--- src/rtl/sram_arbiter_if.sv ---
// sram_arbiter_if: requester handshakes and SRAM pin bundle for sram_arbiter
interface sram_arbiter_if;
  logic        vid_req;
  logic [17:0] vid_addr;
  logic        vid_ack;
  logic [15:0] vid_rdata;
  logic        host_req;
  logic        host_we;
  logic [17:0] host_addr;
  logic [15:0] host_wdata;
  logic [1:0]  host_be;
  logic        host_ack;
  logic [15:0] host_rdata;
  logic [17:0] ram_addr;
  logic [15:0] ram_din;
  logic [15:0] ram_dout;
  logic        ram_drive;
  logic        ram_ce;
  logic        ram_oe;
  logic        ram_we;
  logic        ram_lb;
  logic        ram_hb;
  modport master (
    output vid_req, vid_addr, host_req, host_we, host_addr, host_wdata, host_be, ram_din,
    input  vid_ack, vid_rdata, host_ack, host_rdata, ram_addr, ram_dout, ram_drive,
           ram_ce, ram_oe, ram_we, ram_lb, ram_hb
  );
  modport slave (
    input  vid_req, vid_addr, host_req, host_we, host_addr, host_wdata, host_be, ram_din,
    output vid_ack, vid_rdata, host_ack, host_rdata, ram_addr, ram_dout, ram_drive,
           ram_ce, ram_oe, ram_we, ram_lb, ram_hb
  );
endinterface

--- src/rtl/sram_arbiter.sv ---
// sram_arbiter: shares one async 256Kx16 SRAM between the video fetch and host ports
module sram_arbiter #(
  parameter int ACCESS_CYCLES    = 2,
  parameter int WE_CYCLES        = 2,
  parameter int MAX_VIDEO_STREAK = 4
) (
  input logic           clk100,
  input logic           reset,
  sram_arbiter_if.slave bus
);
  localparam int CW = $clog2((ACCESS_CYCLES > WE_CYCLES ? ACCESS_CYCLES : WE_CYCLES) + 1);
  localparam int SW = $clog2(MAX_VIDEO_STREAK + 1);
  typedef enum logic [2:0] {IDLE, RD, WR_SETUP, WR_PULSE, WR_HOLD, DONE} state_t;
  state_t        state, state_n;
  logic [CW-1:0] cnt, cnt_n;
  logic [SW-1:0] streak, streak_n;
  logic          own_host, own_n;
  logic [1:0]    be, be_n;
  logic [17:0]   addr_n;
  logic [15:0]   dout_n, vrd_n, hrd_n;
  logic          vid_win, busy, wr;
  always_comb begin
    vid_win  = bus.vid_req && (!bus.host_req || streak < SW'(MAX_VIDEO_STREAK));
    state_n  = state;
    cnt_n    = cnt + 1'b1;
    streak_n = streak;
    own_n    = own_host;
    be_n     = be;
    addr_n   = bus.ram_addr;
    dout_n   = bus.ram_dout;
    vrd_n    = bus.vid_rdata;
    hrd_n    = bus.host_rdata;
    case (state)
      IDLE: begin
        cnt_n    = '0;
        streak_n = vid_win && bus.host_req ? streak + 1'b1 : '0;
        if (vid_win) begin
          state_n = RD;
          own_n   = 1'b0;
          addr_n  = bus.vid_addr;
        end else if (bus.host_req) begin
          state_n = bus.host_we ? WR_SETUP : RD;
          own_n   = 1'b1;
          addr_n  = bus.host_addr;
          be_n    = bus.host_be;
          dout_n  = bus.host_we ? bus.host_wdata : bus.ram_dout;
        end
      end
      RD: if (cnt == CW'(ACCESS_CYCLES - 1)) begin
        state_n = DONE;
        vrd_n   = own_host ? bus.vid_rdata : bus.ram_din;
        hrd_n   = own_host ? bus.ram_din : bus.host_rdata;
      end
      WR_SETUP: begin
        state_n = WR_PULSE;
        cnt_n   = '0;
      end
      WR_PULSE: state_n = cnt == CW'(WE_CYCLES - 1) ? WR_HOLD : WR_PULSE;
      WR_HOLD:  state_n = DONE;
      default:  state_n = IDLE;
    endcase
    busy = state_n inside {RD, WR_SETUP, WR_PULSE, WR_HOLD};
    wr   = state_n inside {WR_SETUP, WR_PULSE, WR_HOLD};
  end
  always_ff @(posedge clk100) begin
    if (reset) begin
      state          <= IDLE;
      cnt            <= '0;
      streak         <= '0;
      own_host       <= 1'b0;
      be             <= '0;
      bus.ram_addr   <= '0;
      bus.ram_dout   <= '0;
      bus.ram_ce     <= 1'b1;
      bus.ram_oe     <= 1'b1;
      bus.ram_we     <= 1'b1;
      bus.ram_lb     <= 1'b1;
      bus.ram_hb     <= 1'b1;
      bus.ram_drive  <= 1'b0;
      bus.vid_ack    <= 1'b0;
      bus.host_ack   <= 1'b0;
      bus.vid_rdata  <= '0;
      bus.host_rdata <= '0;
    end else begin
      state          <= state_n;
      cnt            <= cnt_n;
      streak         <= streak_n;
      own_host       <= own_n;
      be             <= be_n;
      bus.ram_addr   <= addr_n;
      bus.ram_dout   <= dout_n;
      bus.ram_ce     <= !busy;
      bus.ram_oe     <= state_n != RD;
      bus.ram_we     <= state_n != WR_PULSE;
      bus.ram_lb     <= wr ? !be_n[0] : state_n != RD;
      bus.ram_hb     <= wr ? !be_n[1] : state_n != RD;
      bus.ram_drive  <= wr;
      bus.vid_ack    <= state_n == DONE && !own_n;
      bus.host_ack   <= state_n == DONE && own_n;
      bus.vid_rdata  <= vrd_n;
      bus.host_rdata <= hrd_n;
    end
  end
endmodule

--- src/flat_wrapper.sv ---
// flat-port wrapper written by rule: the top's interface ports become plain ports
module sram_arbiter_flat 
#(
  parameter int ACCESS_CYCLES    = 2,
  parameter int WE_CYCLES        = 2,
  parameter int MAX_VIDEO_STREAK = 4
)
  (clk100, reset, bus_vid_req, bus_vid_addr, bus_host_req, bus_host_we, bus_host_addr, bus_host_wdata, bus_host_be, bus_ram_din, bus_vid_ack, bus_vid_rdata, bus_host_ack, bus_host_rdata, bus_ram_addr, bus_ram_dout, bus_ram_drive, bus_ram_ce, bus_ram_oe, bus_ram_we, bus_ram_lb, bus_ram_hb);
  sram_arbiter_if bus_i ();
  input logic clk100;
  input logic reset;
  input wire logic [$bits(bus_i.vid_req)-1:0] bus_vid_req;
  input wire logic [$bits(bus_i.vid_addr)-1:0] bus_vid_addr;
  input wire logic [$bits(bus_i.host_req)-1:0] bus_host_req;
  input wire logic [$bits(bus_i.host_we)-1:0] bus_host_we;
  input wire logic [$bits(bus_i.host_addr)-1:0] bus_host_addr;
  input wire logic [$bits(bus_i.host_wdata)-1:0] bus_host_wdata;
  input wire logic [$bits(bus_i.host_be)-1:0] bus_host_be;
  input wire logic [$bits(bus_i.ram_din)-1:0] bus_ram_din;
  output wire logic [$bits(bus_i.vid_ack)-1:0] bus_vid_ack;
  output wire logic [$bits(bus_i.vid_rdata)-1:0] bus_vid_rdata;
  output wire logic [$bits(bus_i.host_ack)-1:0] bus_host_ack;
  output wire logic [$bits(bus_i.host_rdata)-1:0] bus_host_rdata;
  output wire logic [$bits(bus_i.ram_addr)-1:0] bus_ram_addr;
  output wire logic [$bits(bus_i.ram_dout)-1:0] bus_ram_dout;
  output wire logic [$bits(bus_i.ram_drive)-1:0] bus_ram_drive;
  output wire logic [$bits(bus_i.ram_ce)-1:0] bus_ram_ce;
  output wire logic [$bits(bus_i.ram_oe)-1:0] bus_ram_oe;
  output wire logic [$bits(bus_i.ram_we)-1:0] bus_ram_we;
  output wire logic [$bits(bus_i.ram_lb)-1:0] bus_ram_lb;
  output wire logic [$bits(bus_i.ram_hb)-1:0] bus_ram_hb;
  assign bus_i.vid_req = bus_vid_req;
  assign bus_i.vid_addr = bus_vid_addr;
  assign bus_i.host_req = bus_host_req;
  assign bus_i.host_we = bus_host_we;
  assign bus_i.host_addr = bus_host_addr;
  assign bus_i.host_wdata = bus_host_wdata;
  assign bus_i.host_be = bus_host_be;
  assign bus_i.ram_din = bus_ram_din;
  assign bus_vid_ack = bus_i.vid_ack;
  assign bus_vid_rdata = bus_i.vid_rdata;
  assign bus_host_ack = bus_i.host_ack;
  assign bus_host_rdata = bus_i.host_rdata;
  assign bus_ram_addr = bus_i.ram_addr;
  assign bus_ram_dout = bus_i.ram_dout;
  assign bus_ram_drive = bus_i.ram_drive;
  assign bus_ram_ce = bus_i.ram_ce;
  assign bus_ram_oe = bus_i.ram_oe;
  assign bus_ram_we = bus_i.ram_we;
  assign bus_ram_lb = bus_i.ram_lb;
  assign bus_ram_hb = bus_i.ram_hb;
  sram_arbiter #(.ACCESS_CYCLES(ACCESS_CYCLES), .WE_CYCLES(WE_CYCLES), .MAX_VIDEO_STREAK(MAX_VIDEO_STREAK)) u_core (.clk100(clk100), .reset(reset), .bus(bus_i));
endmodule
--- config.mk ---
export PLATFORM = sky130hd
export DESIGN_NAME = sram_arbiter_flat
export DESIGN_NICKNAME = d
export VERILOG_FILES = /design/src/rtl/sram_arbiter_if.sv /design/src/rtl/sram_arbiter.sv /design/src/flat_wrapper.sv
export SDC_FILE = /design/constraint.sdc
export NUM_CORES = 1
export LEC_CHECK = 0
export ABC_AREA = 1
export CAP_MARGIN = 15
export CORE_AREA = 2 2 94 96
export DETAILED_ROUTE_END_ITERATION = 8
export DIE_AREA = 0 0 96 98
export PLACE_DENSITY = 0.83
export SKIP_LAST_GASP = 1
export SLEW_MARGIN = 0
export SYNTH_ARGS = -nofsm -noshare
export SYNTH_HDL_FRONTEND = slang
export SYNTH_SLANG_ARGS = --single-unit
--- constraint.sdc ---
create_clock -name clk100 -period 2.4 [get_ports clk100]
set_input_delay 0.48 -clock clk100 [delete_from_list [all_inputs] [get_ports clk100]]
set_output_delay 0.48 -clock clk100 [all_outputs]
set_load 0.05 [all_outputs]
Word level (Yosys, flattened, before mapping)

Cells that the tools add are included.

Register bits: 85
Output and inout port bits: 74
Word-level logic and storage cells: 70

Add/subtract/negate cells: 2
Order comparisons: 1
Eq/ne operators: 12
Multiplexer cells: 17
Bitwise logic cells: 2
Reductions and logical operators: 19

Operator list:

| operator            | number |
|---|---|
| $mux 18             | 2 |
| $mux 3              | 5 |
| $pmux 3 s5          | 1 |
| $eq 3x2->1 const B  | 4 |
| $eq 3x3->1 const B  | 3 |
| $mux 2              | 4 |
| $eq 3x1->1 const B  | 2 |
| $reduce_and 3->1    | 2 |
| $logic_not 1->1     | 5 |
| $mux 1              | 5 |
| $logic_and 1x1->1   | 4 |
| $reduce_and 4->1    | 1 |
| $reduce_bool 4->1   | 1 |
| $add 3x1->3 const B | 1 |
| $logic_not 3->1     | 1 |
| $lt 3x3->1 const B  | 1 |
| $ne 3x1->1 const B  | 1 |
| $ne 3x2->1 const B  | 1 |
| $reduce_bool 3->1   | 1 |
| $reduce_or 3->1     | 1 |
| $add 2x1->2 const B | 1 |
| $eq 2x1->1 const B  | 1 |
| $not 1->1           | 2 |
| $reduce_and 2->1    | 1 |
| other kinds (2)     | 2 |

Longest topological paths before layout

Gate-level depths: netlist of the first run.

Depth after elaboration: 8
Gate-level depth with buffers: 10

Worst setup path before layout of the first run

No wires, ideal clock.

Path kind: input port to flip-flop
Start point: input port bus_host_req
End point: register u_core.bus.ram_hb
Library setup time: 0.131 ns
Data arrival time: 1.240 ns
Data required time: 2.269 ns
Path slack: 1.029 ns
Cell stages on the path: 9
Buffers on the path: 0
Cell sequence: nand2_1 -> nand2_2 -> nand2_2 -> nor2_4 -> nor2_2 -> nand2_2 -> inv_1 -> nand2_1 -> nand3_1

Word-level cells in the longest chain between the ends: 8
Elaborated cells on any way between the ends: 16
Classes of those cells: 4 x eq/ne; 7 x mux; 5 x reduce/logical

RTL lines:

| item                                     | line                  | text |
|---|---|---|
| start, declared                          | flat_wrapper.sv:14    | `input wire logic [$bits(bus_i.host_req)-1:0] bus_host_req;` |
| $logic_not 1->1                          | sram_arbiter.sv:23    | `vid_win = bus.vid_req && (!bus.host_req \|\| streak < SW'(MAX_VIDEO_STREAK));` |
| $logic_or 1x1->1                         | sram_arbiter.sv:23    |  |
| $logic_and 1x1->1                        | sram_arbiter.sv:23    |  |
| $mux 3                                   | sram_arbiter.sv:37    | `if (vid_win) begin` |
| $pmux 3 s5                               | sram_arbiter.sv:33    | `case (state)` |
| $eq 3x2->1 or $eq 3x3->1 (tied branches) | sram_arbiter.sv:63    | `wr = state_n inside {WR_SETUP, WR_PULSE, WR_HOLD};` |
| $reduce_bool 3->1                        | sram_arbiter.sv:63    |  |
| $mux 1 (*)                               | sram_arbiter.sv:96    | `bus.ram_hb <= wr ? !be_n[1] : state_n != RD;` |
| end signal, assigned                     | sram_arbiter.sv:78    | `bus.ram_hb <= 1'b1;` |
| end signal, assigned                     | sram_arbiter.sv:96    |  |
| end, declared                            | sram_arbiter_if.sv:31 | `ram_ce, ram_oe, ram_we, ram_lb, ram_hb` |

Every way passes the cells marked *; elsewhere a longest branch is shown, timed or not.
A chain may end at the register's enable or synchronous reset.

Final worst setup path of the first run

Start point: register u_core.bus.ram_addr[15]
End point: output port bus_ram_addr[15]

RTL lines:

| item                   | line                  | text |
|---|---|---|
| start, declared        | sram_arbiter_if.sv:30 | `output vid_ack, vid_rdata, host_ack, host_rdata, ram_addr, ram_dout, ram_drive,` |
| start signal, assigned | sram_arbiter.sv:90    | `bus.ram_addr <= addr_n;` |
| end, declared          | flat_wrapper.sv:24    | `output wire logic [$bits(bus_i.ram_addr)-1:0] bus_ram_addr;` |

No word-level cell between the ends.

==> flow_summary.yaml, run 1 <==
place:
  placed_area_sq_um: 4800
  gp_congestion: 0.763
  io_buffers: 148
  dp_hpwl_mm: 6.65
floorplanning:
  die_x_microns: 96
  core_area_sq_um: 8470
  start_util_pct: 38.4
  die_h_microns: 98
  ioPinCount: 149
  rows: 34
  dieArea_sq_um: 9410
cts:
  tritoncts.num_buffers: 9
  cts_tree: "yes"
  clock_latency_ns: 0.34
  clockBufferDepth: 2
  cts_root_buf: "clkbuf_8"
  clkTransAtPathRegs_ns: 0.09
  ctsResizeCount: 0
  htreeDepth: 3
  ctsHoldBuffers: 0
  clkSinkCount: 85
  post_cts_buffers: 0
grt:
  grt_pass1_wl_mm: 14.7
  overflow: 0
  antenna_found_initial: 0
  grt_use_total_pct: 19.4
  busiest_layer: "met2"
  grt_use_met3_pct: 6.40
  grt_start_max_net_pins: 43
  grt_pass1_vias: 3189
  met2_usage_pct: 30.9
  grt_use_met1_pct: 24.5
outcome:
  outcome: "finished clean"
critical_path:
  required_ns: 1.92
  cp_slowest_cell: "clkdlybuf4s50_1"
  cp.buffers_inverters: 1
  critPathArrivalTime_ns: 1.52
  path_delay_family: "buffers and inverters"
  cp_max_fo: 2
  slowest_delay_ns: 0.82
  crit_path_cell_trace: "clkdlybuf4s50_1"
  worstSetupPathType: "flip-flop to primary output"
  crit_path_end_kind: "primary output"
  start_kind: "flip-flop"
finish:
  area_growth_pct: 53.7
  multi_input_area_sq_um: 1350
  fin_area_sq_um: 5000
  drive_gt1_share_pct: 7.40
  diodes: 0
  seqCellArea_sq_um: 1700
  fin_nets: 627
  fill_cells: 752
power_and_ir_drop:
  powerDensity_nw_per_um2: 701
  seqPwrFrac_pct: 44.8
  clkPwrFrac_pct: 28.5
  combPwrFrac_pct: 26.8
  ir_worst_vdd_uv: 406
  p_leak_nw: 1.89
  internal_power_mw: 2.35
  switchingPower_mw: 1.16
  switching_share_pct: 33.0
sta:
  hold_violations: 0
  period_needed_ns: 2.00
  fmax_mhz: 500
  setup_viol: 0
  tightest_slew_ns: 0.527
  period_share_pct: 83.3
  max-slew-margin-rel_pct: 64.5
  setup_tns_ns: 0
  final.setup_skew_ns: 0.0108
  rsz0062_at_grt: "no"
  maxSlewViolCount: 0
logic_synthesis:
  syn_area_per_cell_sq_um: 8.03
  ys_types: 28
  syn_area_sq_um: 3250
  syn-num-nets: 483
  ys.warnings.count: 0
  ys_seq_elements: 85
  synthCells: 405
  ys_seq_area_share_pct: 52.3
hold_path:
  hold_path.class: "flip-flop to flip-flop"
routing:
  post_drt_via_cell_ratio: 5.02
  drc: 0
  drt_iter0_drc: 158
  dr.pass1.iters: 4
  wl_mm: 9.02
  ant_nets: 0
  wire_per_inst_microns: 13.6
  num_vias: 3326
run:
  maxCapViolations: 0
[stage by stage]
| stage | hold WS (ns) | worst slack, ns | power [mW] | utilization [%] | cells |
|---|---|---|---|---|---|
| 3_3_place_gp | 0.448 | 0.300 | 2.52 | 56.7 | 646 |
| 5_1_grt | 0.474 | 0.343 | 3.67 | 59.0 | 662 |
| 6_report | 0.462 | 0.402 | 3.50 | 59.0 | 662 |
| 3_5_place_dp | 0.453 | 0.229 | 2.53 | 56.7 | 646 |
| 4_1_cts | 0.466 | 0.380 | 3.54 | 59.0 | 662 |
| 2_1_floorplan | 0.439 | 1.03 | 2.17 | - | 405 |
[layer usage]
metal  wire (microns)  part of all wire (%)
met5                0                     0
met3              943                    10
met2             4130                    46
met1             3800                    42
met4              136                   1.5
[logic make-up (layout without fill, tap and decap cells)]
kind of cell / after synthesis / count (layout) / synth area share (%)
AO/OA/AOI/OAI: 95 / 95 / 15.8
adder cells (fa/ha/maj): 3 / 3 / 1.15
buffers and inverters: 41 / 190 / 6.27
flip-flops: 85 / 85 / 52.3
AND/OR/NAND/NOR: 181 / 181 / 24.4
[registers in the layout (all words and copies together) (netlist names)]
name	cells
u_core.bus.ram_addr	18
u_core.bus.host_rdata	16
u_core.bus.ram_dout	16
u_core.bus.vid_rdata	16
u_core.state	3
u_core.streak	3
u_core.be	2
u_core.cnt	2
u_core.bus.host_ack	1
u_core.bus.ram_ce	1
u_core.bus.ram_drive	1
u_core.bus.ram_hb	1
u_core.bus.ram_lb	1
u_core.bus.ram_oe	1
u_core.bus.ram_we	1
u_core.bus.vid_ack	1
u_core.own_host	1
[power by group through the flow]
stage | registers, mW | logic, mW | clock network [mW]
3_3_place_gp | 1.60 | 0.923 | 0
6_report | 1.57 | 0.937 | 0.997
2_1_floorplan | 1.90 | 0.274 | 0
4_1_cts | 1.57 | 0.941 | 1.03
3_5_place_dp | 1.60 | 0.937 | 0
5_1_grt | 1.58 | 1.01 | 1.09
[cell usage after synthesis]
cell | number | share of area (%)
a21oi_1 | 35 | 5.4
a21oi_4 | 1 | 0.50
a22oi_1 | 2 | 0.46
a31oi_1 | 18 | 3.5
buf_1 | 2 | 0.23
buf_2 | 4 | 0.62
buf_4 | 6 | 1.4
buf_6 | 3 | 1.0
clkbuf_1 | 10 | 1.2
clkinv_1 | 1 | 0.12
dfxtp_1 | 85 | 52
ha_1 | 3 | 1.2
inv_1 | 12 | 1.4
inv_2 | 3 | 0.35
nand2_1 | 82 | 9.5
nand2_2 | 5 | 0.96
nand2_4 | 1 | 0.35
nand3_1 | 38 | 5.8
nand3_2 | 1 | 0.31
nand4_1 | 1 | 0.19
nor2_1 | 43 | 5.0
nor2_2 | 1 | 0.19
nor2_4 | 3 | 1.0
nor3_1 | 3 | 0.46
nor3b_1 | 2 | 0.46
nor4_1 | 1 | 0.19
o21ai_0 | 37 | 5.7
o21ai_1 | 2 | 0.31
[layout by cell type, fill, tap and decap left out, types with 2 or more instances in the layout]
cell             count
inv_6                2
nand3_1             38
clkbuf_8             9
clkdlybuf4s50_1    148
nor2_1              43
inv_2                3
o21ai_1              2
clkinv_2             2
inv_1               12
nand2_2              5
o21ai_0             37
a21oi_1             35
buf_4               10
nor3_1               3
nor2_4               3
a22oi_1              2
dfxtp_1             85
ha_1                 3
a31oi_1             18
nor3b_1              2
nand2_1             82
[worst reg2reg max path, cell delays in order (launching register included)]
cell and delay, ns:
dfxtp_1 0.32, inv_1 0.05, ha_1 0.20, a21oi_1 0.19
inv_1 0.08, o21ai_0 0.21, nand3_1 0.14, nand2_1 0.13
nand3_1 0.09
[area by class of cell]
type	instances	area share (%)
well taps	108	2.70
clock buffers	9	2.48
multi-input cells	279	26.9
inverters	16	1.20
clock inverters	7	1.48
flip-flops and latches	85	34.1
repair buffers	158	31.1
[path summary, 6_finish.rpt]
kind                                  from                       end  slack [ns]  cells past startpoint
hold / removal    u_core.bus.vid_rdata[15]  u_core.bus.vid_rdata[15]        0.46                      2
hold reg to reg   u_core.bus.vid_rdata[15]  u_core.bus.vid_rdata[15]        0.46                      2
setup / recovery   u_core.bus.ram_addr[15]          bus_ram_addr[15]        0.40                      1
setup reg to reg             u_core.cnt[1]         u_core.bus.ram_lb        0.87                      8
(Power assumes the default switching activity.)
==> run 2, diff against run 1 <==
CORE_AREA = 2 2 97 99   (was 2 2 94 96)
DIE_AREA = 0 0 99 101   (was 0 0 96 98)
PLACE_DENSITY = 0.82   (was 0.83)
clock period = 1.6 ns   (was 2.4 ns; I/O delays follow)
==> run 2 against run 1 <==
Compared with the run above:
- die area up 6.3%
- non-clock buffer count up 7
- critical path depth up 9
- total power up 50%
- worst setup slack worse by 0.31 ns
- final area down 1.3%
- routed wire length down 2.3%
==> flow_summary.yaml, run 2 (same netlist as run 1, synthesis figures left out) <==
finish:
  mostFrequentLayoutCells: "86 x buf_4, 85 x dfxtp_1, 82 x nand2_1"
  drive_gt1_share_pct: 21.7
  diodes: 0
  fin_nets: 634
  final_common_cell: "buf_4"
  fill_cells: 800
  regMostFlops: "u_core.bus.ram_addr"
  area_growth_pct: 51.7
  stdcell_count: 672
  largest_register_ffs: 18
grt:
  grt_use_total_pct: 17.5
  met2_usage_pct: 29.4
  overflow: 0
  busiest_layer: "met2"
  grt_use_met1_pct: 21.1
  antenna_found_initial: 0
  grt_start_max_net_pins: 43
  grt_pass1_vias: 3151
  grt_pass1_wl_mm: 14.1
  grt_use_met3_pct: 6.17
cts:
  cts_root_buf: "clkbuf_8"
  cts_tree: "yes"
  htreeDepth: 3
  ctsHoldBuffers: 0
  clkSinkCount: 85
  clkTransAtPathRegs_ns: 0.09
  clock_latency_ns: 0.34
  clockBufferDepth: 2
  tritoncts.num_buffers: 9
routing:
  drt_iter0_drc: 116
  post_drt_via_cell_ratio: 4.93
  wire_per_inst_microns: 13.1
  dr.pass1.iters: 4
  drc: 0
  num_vias: 3314
  wl_mm: 8.81
  ant_nets: 0
sta:
  tightest_slew_ns: 0.440
  period_needed_ns: 1.50
  fmax_mhz: 665
  maxSlewViolCount: 0
  final.setup_skew_ns: 0.00807
  hold_violations: 0
  period_share_pct: 94.0
  max-slew-margin-rel_pct: 70.7
  rsz0062_at_grt: "no"
  setup_viol: 0
floorplanning:
  ioPinCount: 149
  core_area_sq_um: 8980
  die_x_microns: 99
  start_util_pct: 36.2
  die_h_microns: 101
  dieArea_sq_um: 10000
  rows: 35
critical_path:
  crit_path_cell_trace: "inv_1 -> ha_1 -> a21oi_1 -> inv_1 -> nor2_2 -> nor2_2 -> nand2_2 -> inv_1 -> nand2_1 -> nand3_1"
  critPathArrivalTime_ns: 1.73
  slowest_delay_ns: 0.32
  crit_path_end_kind: "flip-flop"
  start_kind: "flip-flop"
  crit_top_cell: "inv_1"
  cp_max_fo: 3
  required_ns: 1.83
  reg2reg_depth: 10
  worstSetupPathType: "flip-flop to flip-flop"
  cp_slowest_cell: "dfxtp_1"
hold_path:
  whs_path_depth: 2
  hold_path.class: "flip-flop to flip-flop"
place:
  gp_congestion: 0.858
  io_buffers: 148
  dp_hpwl_mm: 6.43
  dp_cells: 656
power_and_ir_drop:
  switching_share_pct: 33.1
  total_power_mw: 5.25
  seqPwrFrac_pct: 44.8
  p_leak_nw: 2.06
  powerDensity_nw_per_um2: 1070
  internal_power_mw: 3.51
  clkPwrFrac_pct: 28.7
  switchingPower_mw: 1.74
  ir_worst_vdd_uv: 571
  combPwrFrac_pct: 26.5
run:
  maxCapViolations: 0
outcome:
  outcome: "finished clean"
-- run 2: routing by layer --
| metal | part of all wire (%) | routed length, microns |
|---|---|---|
| met2 | 46 | 4050 |
| met5 | 0 | 0 |
| met3 | 10 | 882 |
| met4 | 1.1 | 98 |
| met1 | 43 | 3780 |
-- run 2: power groups by stage --
stage	Sequential (mW)	Combinational, mW	Clock, mW
finish	2.36	1.39	1.51
detailed placement	2.40	1.39	0
CTS	2.36	1.40	1.57
global placement	2.40	1.38	0
floorplan	2.85	0.411	0
global route	2.37	1.49	1.66
-- run 2: through the flow --
step	setup TNS (ns)	cell area [sq um]	util [%]	worst slack (ns)	hold WS [ns]
6_report	0	4930	55.0	0.0956	0.467
5_1_grt	0	4930	55.0	0.0219	0.494
4_1_cts	0	4930	54.9	0.0630	0.470
3_5_place_dp	-3.92	4730	52.7	-0.137	0.456
3_3_place_gp	-2.87	4730	52.7	-0.0908	0.450
2_1_floorplan	0	3250	-	0.263	0.439
-- run 2: final timing paths --
kind                            slack (ns)                     from                       to
worst min-delay path                  0.47  u_core.bus.vid_rdata[3]  u_core.bus.vid_rdata[3]
worst min register to register        0.47  u_core.bus.vid_rdata[3]  u_core.bus.vid_rdata[3]
worst max register to register         0.1            u_core.cnt[1]        u_core.bus.ram_hb
worst max-delay path                   0.1            u_core.cnt[1]        u_core.bus.ram_hb
-- run 2: layout make-up --
class	count	area [sq um]	area share (%)
inverters	16	60.1	1.22
multi-input cells	279	1350	27.3
clock inverters	6	70.1	1.42
flip-flops and latches	85	1700	34.5
clock buffers	10	128	2.59
well taps	111	139	2.82
repair buffers	165	1490	30.1
-- run 2: timing repair --
action / CTS / global route
resized for setup: 0 / 1
buffers inserted: 0 / 0
setup endpoints to repair: 0 / 2
-- run 2: worst max-delay path, delay by kind of cell (launching register included) --
family	cells	cell delay [ns]
AND/OR/NAND/NOR	5	0.47
flip-flops	1	0.32
adder cells (fa/ha/maj)	1	0.21
AO/OA/AOI/OAI	1	0.21
buffers and inverters	3	0.18
